$ cat src/rtl/pulse_pkg.sv
// Shared constants and width helper for sampled trigger stages.
// Consumed by pulse_debounce_one and the pulse-inhibit stage.
package pulse_pkg;

   localparam int SAMPLE_DIV_DEF  = 1000;
   localparam int STABLE_CNT_DEF  = 8;
   localparam int REPEAT_DLY_DEF  = 50;
   localparam int REPEAT_RATE_DEF = 10;

   function automatic int clog2w(input int n);
      return (n <= 2) ? 1 : $clog2(n);
   endfunction

   function automatic int max_int(input int a, input int b);
      return (a > b) ? a : b;
   endfunction

endpackage

$ cat src/rtl/tick_prescaler.sv
// Free-running divider producing a one-cycle TICK every SAMPLE_DIV clocks.
// Shared by every sampled stage in the codebase.
module tick_prescaler
   import pulse_pkg::*;
#(
   parameter int SAMPLE_DIV = SAMPLE_DIV_DEF
) (
   input  logic CLK,
   input  logic R,
   output logic TICK
);

   localparam int W = clog2w(SAMPLE_DIV);
   localparam logic [W-1:0] LAST = W'(SAMPLE_DIV - 1);

   logic [W-1:0] cnt_q, cnt_d;

   assign TICK  = (cnt_q == LAST);
   assign cnt_d = TICK ? '0 : cnt_q + W'(1);

   always_ff @(posedge CLK or negedge R) begin
      if (!R) cnt_q <= '0;
      else    cnt_q <= cnt_d;
   end

endmodule

$ cat src/rtl/pulse_debounce_one.sv
// Synchronize, debounce and edge-detect a raw switch into TRG_ONE.
// Define PULSE_REPEAT_EN to add auto-repeat pulses while held.
module pulse_debounce_one
   import pulse_pkg::*;
#(
   parameter int SAMPLE_DIV  = SAMPLE_DIV_DEF,
   parameter int STABLE_CNT  = STABLE_CNT_DEF,
   parameter int REPEAT_DLY  = REPEAT_DLY_DEF,
   parameter int REPEAT_RATE = REPEAT_RATE_DEF
) (
   input  logic CLK,
   input  logic R,
   input  logic SW_IN,
   output logic TRG_ONE,
   output logic SW_LEVEL
);

   localparam int CW = clog2w(STABLE_CNT);
   localparam logic [CW-1:0] CMAX = CW'(STABLE_CNT - 1);

   logic          tick;
   logic          meta_q, sync_q;
   logic [CW-1:0] stab_q, stab_d;
   logic          level_q, level_d;
   logic          trg_q, trg_d;
   logic          differ, accept, press, fall;

   tick_prescaler #(
      .SAMPLE_DIV(SAMPLE_DIV)
   ) u_presc (
      .CLK (CLK),
      .R   (R),
      .TICK(tick)
   );

   assign differ  = sync_q ^ level_q;
   assign accept  = tick && differ && (stab_q == CMAX);
   assign press   = accept && !level_q;
   assign fall    = accept && level_q;
   assign level_d = level_q ^ accept;

   always_comb begin
      stab_d = stab_q;
      if (tick) begin
         if (!differ || accept) stab_d = '0;
         else                   stab_d = stab_q + CW'(1);
      end
   end

`ifdef PULSE_REPEAT_EN
   localparam int RW = clog2w(max_int(REPEAT_DLY, REPEAT_RATE));
   localparam logic [RW-1:0] DLY_LAST  = RW'(REPEAT_DLY - 1);
   localparam logic [RW-1:0] RATE_LAST = RW'(REPEAT_RATE - 1);

   logic [RW-1:0] rep_q, rep_d;
   logic          first_q, first_d;
   logic          rep_hit;

   assign rep_hit = tick && level_q && !fall &&
                    (rep_q == (first_q ? DLY_LAST : RATE_LAST));

   always_comb begin
      rep_d   = rep_q;
      first_d = first_q;
      if (!level_q || fall) begin
         rep_d   = '0;
         first_d = 1'b1;
      end else if (tick) begin
         if (rep_hit) begin
            rep_d   = '0;
            first_d = 1'b0;
         end else begin
            rep_d = rep_q + RW'(1);
         end
      end
   end

   always_ff @(posedge CLK or negedge R) begin
      if (!R) begin
         rep_q   <= '0;
         first_q <= 1'b1;
      end else begin
         rep_q   <= rep_d;
         first_q <= first_d;
      end
   end

   // With tick every cycle a repeat could land right after a pulse.
   assign trg_d = press || (rep_hit && !trg_q);
`else
   logic unused_rep;
   assign unused_rep = (REPEAT_DLY > 0) ^ (REPEAT_RATE > 0);
   assign trg_d      = press;
`endif

   always_ff @(posedge CLK or negedge R) begin
      if (!R) begin
         meta_q  <= 1'b0;
         sync_q  <= 1'b0;
         stab_q  <= '0;
         level_q <= 1'b0;
         trg_q   <= 1'b0;
      end else begin
         meta_q  <= SW_IN;
         sync_q  <= meta_q;
         stab_q  <= stab_d;
         level_q <= level_d;
         trg_q   <= trg_d;
      end
   end

   assign TRG_ONE  = trg_q;
   assign SW_LEVEL = level_q;

endmodule

$ cat config.mk
export PLATFORM = sky130hd
export DESIGN_NAME = pulse_debounce_one
export DESIGN_NICKNAME = d
export VERILOG_FILES = /design/src/rtl/pulse_pkg.sv /design/src/rtl/tick_prescaler.sv /design/src/rtl/pulse_debounce_one.sv
export SDC_FILE = /design/constraint.sdc
export NUM_CORES = 1
export LEC_CHECK = 0
export BUFFER_PORTS_ARGS = -buffer_cell sky130_fd_sc_hd__buf_2
export CAP_MARGIN = 20
export CORE_UTILIZATION = 45
export DETAILED_ROUTE_END_ITERATION = 16
export SYNTH_ARGS = -nofsm -noshare
export SYNTH_HDL_FRONTEND = slang
export SYNTH_SLANG_ARGS = --single-unit
$ cat constraint.sdc
create_clock -name CLK -period 2.1 [get_ports CLK]
set_input_delay 0.315 -clock CLK [delete_from_list [all_inputs] [get_ports CLK]]
set_output_delay 0.315 -clock CLK [all_outputs]
set_load 0.1 [all_outputs]
==> metrics.csv, run 1 <==
stage,metric,value,unit
outcome,status,completed,
global_routing,grt_antenna_before_repair,0,
sta,slew-limit-headroom,0.6808,
power,p_leak,0.4409,nW
floorplan,die_h,43.72,microns
sta,fmax,644.1,MHz
critical_path,crit_cells,6,
clocking,cts_tree,done,
floorplan,start_util,0.5024,
global_routing,globalRoute.totalOverflow,0,
cells_and_area,nNetsFinal,88,
clocking,worstSkewPairLatency,0.28,ns
clocking,clock-sinks,17,
clocking,post_cts_resized,0,
route,post_drt_wl_per_cell,12.27,microns
synthesis,ys.flop_type,dfrtp_1,
place,io_buffers,4,
global_routing,grt_use_total,0.1617,
sta,setup_tns,0,ns
critical_path,cp.arrival,1.78,ns
route,vias,528,
critical_path,crit_family,simple AND/OR/NAND/NOR gates,
clocking,cts-root-buf,clkbuf_4,
global_routing,grt_pass1_vias,517,
run,drv_cap,0,
critical_path,ff2ff_path_depth,6,
sta,fin_crit,1.553,ns
floorplan,die_w,43.72,microns
critical_path,slowest_delay,0.38,ns
synthesis,ys_types,27,
floorplan,boundaryPins,5,
sta,post-route-period-util,0.7393,
route,via_per_inst,5.500,
synthesis,syn-cell-area,783.3,sq um
critical_path,critPathCaptureType,flip-flop,
cells_and_area,final_util,0.5514,
synthesis,postSynthCellCount,71,
global_routing,grt_max_degree,18,
synthesis,async_reset_ff_frac,1.000,
sta,setup_viol,0,
floorplan,die_area,0.001911,sq mm
synthesis,seq_area_frac_synth,0.5431,
power,vdd_drop_max,352.6,uV
route,first_iter_violations,5,
critical_path,startpoint_type,flip-flop,
critical_path,crit_required,2.33,ns
route,postRouteAntennaNets,0,
sta,drv_slew,0,
synthesis,yosys.area.top_type,dfrtp_1,
floorplan,std_cell_rows,14,
clocking,hold_buffers,1,
cells_and_area,n_antenna_cell,0,
cells_and_area,drive_gt1_frac,0.1625,
clocking,h-tree-depth,1,
cells_and_area,area_delta_synth_final,9.744,%
hold_path,whs_path_depth,1,
synthesis,synth-warning-count,0,
power,pwr_density_cell,593.6,mW/mm^2
floorplan,core_region_area,0.001559,sq mm
clocking,cts_buffers,3,
clocking,clock_path_buffers,2,
synthesis,ys_ff_latch,17,
critical_path,cp_common_cell,ha_1,
clocking,postCtsSetupBuffers,0,
critical_path,path_buf_inv,1,
place,hpwlAfterDp,858.5,microns
clocking,clk_pin_slew_worst_paths,0.10,ns
critical_path,path_cells,ha_1 > nand2_2 > nor4_2 > and3_1 > ha_1 > inv_1,
sta,worst_pin_slew,0.4822,ns
sta,hold_violations,0,
critical_path,crit_fanout,4,
synthesis,synth_top_cell_area_share,0.5431,
global_routing,grt_pass1_wl,2208,microns
synthesis,synth_edf_count,0,
critical_path,cpMaxStageDelayCell,dfrtp_1,
route,drc,0,
hold_path,hold_class,in2reg,
place,place_congestion,0.7719,
sta,rsz0062_at_grt,false,
critical_path,worst-setup-path-type,reg2reg,
sta,finClkSkew,0.005651,ns
route,dr.pass1.iters,3,
synthesis,ys_top_cells_by_area,"dfrtp_1 (54%), ha_1 (6.4%), nand3_1 (3.8%)",
cells_and_area,fill_cells,145,
synthesis,avgSynthCellArea,11.03,sq um
synthesis,syn-num-nets,78,
route,finalWirelength,1178,microns
synthesis,synth_common_cells,"dfrtp_1 (17), nand3_1 (6), nor2_1 (6)",
synthesis,synth.most_common_cell,dfrtp_1,
sta,fin_hold_ws,0.1356,ns
## cell type report
class | count | area, sq um | area share
Sequential cell | 17 | 425.4 | 0.4949
Tap cell | 16 | 20.02 | 0.02329
Inverter | 5 | 18.77 | 0.02183
Multi-Input combinational cell | 48 | 331.6 | 0.3857
Clock buffer | 4 | 26.28 | 0.03057
Timing Repair Buffer | 6 | 37.54 | 0.04367
## power breakdown
part	total [mW]	switching, mW	internal [mW]
clock	0.170	0.0958	0.0738
sequential	0.330	0.000546	0.329
combinational	0.0111	0.00779	0.00334
## worst paths after layout
| path | endpoint | startpoint | slack (ns) |
|---|---|---|---|
| hold / removal | meta_q | SW_IN | 0.14 |
| max in group asynchronous | u_presc.cnt_q[8] | R | 1.36 |
| hold reg to reg | sync_q | meta_q | 0.35 |
| setup / recovery | SW_LEVEL | u_presc.cnt_q[0] | 0.55 |
| min in group asynchronous | u_presc.cnt_q[7] | R | 0.47 |
| setup reg to reg | SW_LEVEL | u_presc.cnt_q[0] | 0.55 |
## per-stage QoR
step | setup WS (ns) | total power, mW | instances | area [sq um]
floorplan | 0.4125 | 0.3377 | 71 | 783.3
global placement | 0.6027 | 0.3461 | 91 | 823.3
detailed placement | 0.5696 | 0.3465 | 91 | 823.3
CTS | 0.5350 | 0.5204 | 96 | 859.6
global route | 0.4147 | 0.5374 | 96 | 859.6
finish | 0.5474 | 0.5102 | 96 | 859.6
## cells by family after synthesis
logic type                 synth area share
AOI/OAI and AO/OA                   0.09584
xor gates and xnor gates            0.05592
adders and majority gates           0.06390
buffers and inverters               0.03355
DFF                                  0.5431
and+or+nand+nor                      0.2077
## flip-flops by register name (all words and copies together) (netlist names)
register       count
sync_q             1
u_presc.cnt_q     10
TRG_ONE            1
SW_LEVEL           1
stab_q             3
meta_q             1
## cells in the final DEF (no fill, tap or decap), types with 2 or more instances in the layout
| cell | instances |
|---|---|
| clkbuf_4 | 3 |
| nand3_1 | 6 |
| and3_1 | 2 |
| nor2_1 | 6 |
| ha_1 | 4 |
| inv_1 | 5 |
| a31oi_1 | 2 |
| nand2_1 | 4 |
| buf_2 | 4 |
| xnor2_1 | 2 |
| o21ai_1 | 3 |
| xor2_1 | 3 |
| nor2b_1 | 2 |
| dfrtp_1 | 17 |
## metal layers
metal,vias to the layer above,part of all wire,GRT usage
met1,256,0.48,0.2038
met3,4,0.025,0.03750
met2,6,0.47,0.2537
met5,-,0,0
met4,0,0.020,0.09375
li1,262,-,-
Note: power is estimated with default switching activity, not from simulation.
==> inputs of run 2 (changes only) <==
==> constraint.sdc (replaced) <==
create_clock -name CLK -period 1.4 [get_ports CLK]
set_input_delay 0.21 -clock CLK [delete_from_list [all_inputs] [get_ports CLK]]
set_output_delay 0.21 -clock CLK [all_outputs]
set_load 0.1 [all_outputs]
==> metrics.csv, run 2 (same netlist as run 1, synthesis figures left out) <==
stage,metric,value,unit
sta,slew-limit-headroom,0.6798,
sta,rsz0062_at_grt,true,
place,io_buffers,4,
critical_path,crit_fanout,3,
critical_path,critPathCaptureType,flip-flop,
outcome,status,completed,
route,dr.pass1.iters,4,
sta,hold_violations,0,
run,drv_cap,0,
critical_path,crit_required,1.63,ns
route,drc,0,
clocking,clock-sinks,17,
critical_path,reg2reg_setup_slack,0.01,ns
critical_path,worst-setup-path-type,reg2reg,
cells_and_area,largest_register_ffs,10,
route,post_drt_wl_per_cell,12.05,microns
global_routing,globalRoute.totalOverflow,0,
route,first_iter_violations,6,
clocking,cts-root-buf,clkbuf_4,
route,postRouteAntennaNets,0,
cells_and_area,fin_area,978.4,sq um
cells_and_area,final_cells,109,
clocking,clk_pin_slew_worst_paths,0.10,ns
critical_path,path_cells,ha_2 > nand2_4 > nor4_4 > and3_1 > ha_1 > inv_1,
critical_path,cp.arrival,1.62,ns
hold_path,hold_class,in2async,
route,vias,559,
sta,finClkSkew,0.001614,ns
sta,drv_slew,0,
cells_and_area,area_delta_synth_final,24.92,%
clocking,clock_path_buffers,2,
floorplan,die_w,43.72,microns
clocking,h-tree-depth,1,
clocking,cts_tree,done,
critical_path,startpoint_type,flip-flop,
global_routing,grt_antenna_before_repair,0,
floorplan,start_util,0.5024,
power,pwr_density_cell,799.3,mW/mm^2
sta,fmax,721.1,MHz
cells_and_area,nNetsFinal,101,
global_routing,grt_max_degree,18,
power,vdd_drop_max,568.8,uV
global_routing,grt_pass1_vias,563,
sta,setup_viol,0,
critical_path,slowest_delay,0.36,ns
sta,worst_pin_slew,0.4837,ns
critical_path,cpMaxStageDelayCell,dfrtp_1,
cells_and_area,drive_gt1_frac,0.3011,
route,via_per_inst,5.128,
place,dp_cells,100,
critical_path,path_buf_inv,1,
floorplan,core_region_area,0.001559,sq mm
global_routing,grt_pass1_wl,2408,microns
place,hpwlAfterDp,959.7,microns
global_routing,grt_use_total,0.1782,
place,placed_cell_area,903.4,sq um
critical_path,crit_family,simple AND/OR/NAND/NOR gates,
cells_and_area,regMostFlops,u_presc.cnt_q,
cells_and_area,layout_common_cells,"dfrtp_1 (16), buf_4 (13), nor2_1 (6), nand3_1 (6), inv_1 (5)",
cells_and_area,reg.largest.list,"u_presc.cnt_q x10, stab_q x3",
cells_and_area,n_antenna_cell,0,
place,place_congestion,0.7426,
sta,post-route-period-util,0.9905,
floorplan,boundaryPins,5,
cells_and_area,final_common_cell,dfrtp_1,
power,p_leak,0.5406,nW
clocking,worstSkewPairLatency,0.29,ns
route,finalWirelength,1313,microns
floorplan,die_area,0.001911,sq mm
sta,fin_crit,1.387,ns
clocking,cts_buffers,3,
floorplan,die_h,43.72,microns
floorplan,std_cell_rows,14,
==> run 2: metrics by stage <==
step / power [mW] / hold slack [ns] / worst slack (ns) / setup TNS [ns] / util
global placement: 0.5191 / 0.1494 / -0.002768 / -0.002768 / 0.5795
global route: 0.8103 / 0.3715 / -0.04308 / -0.1208 / 0.6276
CTS: 0.7909 / 0.003447 / 0.001536 / 0 / 0.6116
detailed placement: 0.5193 / 0.1485 / -0.05881 / -0.05881 / 0.5795
finish: 0.7821 / 0.3574 / 0.01325 / 0 / 0.6276
floorplan: 0.5066 / -0.08559 / -0.1838 / -0.2315 / -
==> run 2: final cells by class <==
| cell class | instances | area, sq um |
|---|---|---|
| Fill cell | 139 | 580.6 |
| Sequential cell | 17 | 426.7 |
| Multi-Input combinational cell | 48 | 347.8 |
| Timing Repair Buffer | 19 | 137.6 |
| Clock buffer | 3 | 22.52 |
| Tap cell | 16 | 20.02 |
| Inverter | 5 | 18.77 |
| Clock inverter | 1 | 5.005 |
==> run 2: metal layers <==
layer,vias up,GRT usage,part of all wire
met3,4,0.03750,0.027
met4,0,0.1125,0.023
li1,291,-,-
met2,6,0.2836,0.49
met1,258,0.2195,0.46
met5,-,0,0
==> run 2: worst paths after layout <==
check                      depth (start not counted)                to             start
max in group asynchronous                          2          SW_LEVEL                 R
hold / removal                                     2  u_presc.cnt_q[9]                 R
min in group CLK                                   0            sync_q            meta_q
setup reg to reg                                   6          SW_LEVEL  u_presc.cnt_q[0]
setup / recovery                                   6          SW_LEVEL  u_presc.cnt_q[0]
hold reg to reg                                    0            sync_q            meta_q
==> run 2: timing repair <==
| action | in CTS | in global routing |
|---|---|---|
| hold endpoints to repair | 17 | 1 |
| pin swaps | 3 | 0 |
| gates resized for setup | 1 | 0 |
| hold buffers | 1 | 1 |
| buffers inserted | 1 | 2 |
| setup endpoints to repair | 2 | 6 |
==> run 2: power breakdown <==
part,leakage (nW),internal [mW],switching [mW]
combinational,0.306,0.00682,0.0118
clock,0.0177,0.106,0.163
sequential,0.217,0.494,0.00103
==> inputs of run 3 (changes only) <==
--- a/config.mk
+++ b/config.mk
@@ -7,8 +7,10 @@
 export LEC_CHECK = 0
 export BUFFER_PORTS_ARGS = -buffer_cell sky130_fd_sc_hd__buf_2
 export CAP_MARGIN = 20
+export CORE_MARGIN = 2
 export CORE_UTILIZATION = 45
 export DETAILED_ROUTE_END_ITERATION = 16
+export MAX_ROUTING_LAYER = met4
 export SYNTH_ARGS = -nofsm -noshare
 export SYNTH_HDL_FRONTEND = slang
 export SYNTH_SLANG_ARGS = --single-unit
==> metrics.csv, run 3 (same netlist as run 1, synthesis figures left out) <==
stage,metric,value,unit
clocking,clk_pin_slew_worst_paths,0.10,ns
cells_and_area,drive_gt1_frac,0.3118,
global_routing,grt_pass1_wl,2339,microns
critical_path,startpoint_type,flip-flop,
place,placed_cell_area,904.6,sq um
cells_and_area,area_delta_synth_final,25.88,%
floorplan,std_cell_rows,15,
power,pwr-share-clk,0.332,
critical_path,crit_required,1.63,ns
route,dr.pass1.iters,4,
critical_path,critPathCaptureType,flip-flop,
place,io_buffers,4,
critical_path,r2r_end,SW_LEVEL,
floorplan,core_region_area,0.001689,sq mm
floorplan,die_w,45.72,microns
route,vias,557,
power,p_total,0.7678,mW
sta,post-route-period-util,0.9997,
route,via_per_inst,5.064,
clocking,clock_path_buffers,2,
power,pwr-share-comb,0.024,
global_routing,globalRoute.totalOverflow,0,
cells_and_area,layout_common_cells,"dfrtp_1 (16), buf_4 (12), nor2_1 (6), nand3_1 (6), inv_1 (5)",
floorplan,boundaryPins,5,
clocking,cts_tree,done,
critical_path,reg2reg_setup_slack,0.0005,ns
cells_and_area,fill_cells,151,
floorplan,start_util,0.4637,
power,vdd_drop_max,561.2,uV
global_routing,grt_antenna_before_repair,0,
cells_and_area,regMostFlops,u_presc.cnt_q,
clocking,h-tree-depth,1,
cells_and_area,n_antenna_cell,0,
sta,hold_violations,0,
route,drc,0,
power,p_leak,0.5415,nW
sta,setup_viol,0,
clocking,clock-sinks,17,
critical_path,ff2ff_path_depth,6,
cells_and_area,reg.largest.list,"u_presc.cnt_q x10, stab_q x3",
global_routing,grt_max_degree,18,
global_routing,grt_pass1_vias,522,
power,pwr-share-seq,0.644,
place,hpwlAfterDp,906.2,microns
route,finalWirelength,1293,microns
power,p_switching,0.1615,mW
sta,finClkSkew,0.004144,ns
sta,fmax,714.5,MHz
sta,drv_slew,0,
outcome,status,completed,
critical_path,r2r_start,u_presc.cnt_q[1],
cells_and_area,final_common_cell,dfrtp_1,
hold_path,hold_class,in2async,
critical_path,crit_fanout,3,
clocking,worstSkewPairLatency,0.28,ns
place,dp_cells,101,
power,internal-power,0.6063,mW
place,place_congestion,0.7637,
route,post_drt_wl_per_cell,11.75,microns
route,postRouteAntennaNets,0,
clocking,cts-root-buf,clkbuf_4,
power,swShare,0.2103,
cells_and_area,largest_register_ffs,10,
critical_path,cp.arrival,1.63,ns
cells_and_area,nNetsFinal,101,
cells_and_area,fin_area,985.9,sq um
sta,slew-limit-headroom,0.6792,
floorplan,die_h,45.72,microns
power,pwr_density_cell,778.8,mW/mm^2
sta,worst_pin_slew,0.4845,ns
clocking,cts_buffers,3,
critical_path,worst-setup-path-type,reg2reg,
sta,rsz0062_at_grt,true,
cells_and_area,final_cells,110,
run,drv_cap,0,
route,first_iter_violations,10,
floorplan,die_area,0.002090,sq mm
sta,fin_crit,1.400,ns
global_routing,grt_use_total,0.1719,
## run 3: cell count changes in the layout (fill, tap and decap cells not counted)
cell / delta
nand2_2: +1
nand2_1: -1
buf_6: +1
buf_4: -1
## run 3: cell type report
type / count / area [sq um] / share of cell area
Sequential cell: 17 / 426.7 / 0.4327
Inverter: 5 / 18.77 / 0.01904
Clock inverter: 1 / 5.005 / 0.005076
Clock buffer: 3 / 22.52 / 0.02284
Tap cell: 17 / 21.27 / 0.02157
Multi-Input combinational cell: 48 / 350.3 / 0.3553
Timing Repair Buffer: 19 / 141.4 / 0.1434
## run 3: power groups by stage
stage	logic (mW)	clock network [mW]	registers (mW)
finish	0.0183	0.255	0.494
global route	0.0224	0.301	0.495
CTS	0.0173	0.270	0.494
detailed placement	0.0150	0	0.504
global placement	0.0150	0	0.504
floorplan	0.00244	0	0.504
## run 3: worst max path at each step
stage,start,depth (start not counted),slack (ns),end
finish,u_presc.cnt_q[1],6,0.0005,SW_LEVEL
global route,u_presc.cnt_q[0],6,-0.08,SW_LEVEL
CTS,u_presc.cnt_q[0],6,0.005,SW_LEVEL
detailed placement,u_presc.cnt_q[4],5,-0.008,SW_LEVEL
global placement,u_presc.cnt_q[4],5,0.009,SW_LEVEL
floorplan,u_presc.cnt_q[4],6,-0.18,SW_LEVEL
## run 3: what timing repair did
action                                 CTS  global route
pin swaps                                3             3
endpoints found under the hold margin   17             1
hold buffers                             1             1
setup buffers                            2             1
setup endpoints to repair                2             8
resized for setup                        1             2
## run 3: per-stage QoR
step | TNS (ns) | hold slack, ns | setup WS, ns | util
floorplan | -0.2315 | -0.08559 | -0.1838 | -
finish | 0 | 0.3564 | 0.0004768 | 0.5837
global route | -0.2537 | 0.3760 | -0.08261 | 0.5837
CTS | 0 | 0.01832 | 0.004884 | 0.5696
detailed placement | -0.008122 | 0.1465 | -0.008122 | 0.5356
global placement | 0 | 0.1470 | 0.008715 | 0.5356
## run 3: critical path: stages (launching register included)
cell	delay (ns)
dfrtp_1	0.37
ha_2	0.21
nand2_4	0.08
nor4_4	0.23
and3_1	0.19
ha_1	0.22
inv_1	0.05
## run 3: routing by layer
metal	part of all wire	routed length, microns	vias up	global-route usage
met4	0.016	21	0	0.08571
li1	-	-	287	-
met3	0.024	31	2	0.04762
met5	0	0	-	-
met2	0.49	633	5	0.2704
met1	0.47	607	263	0.2010
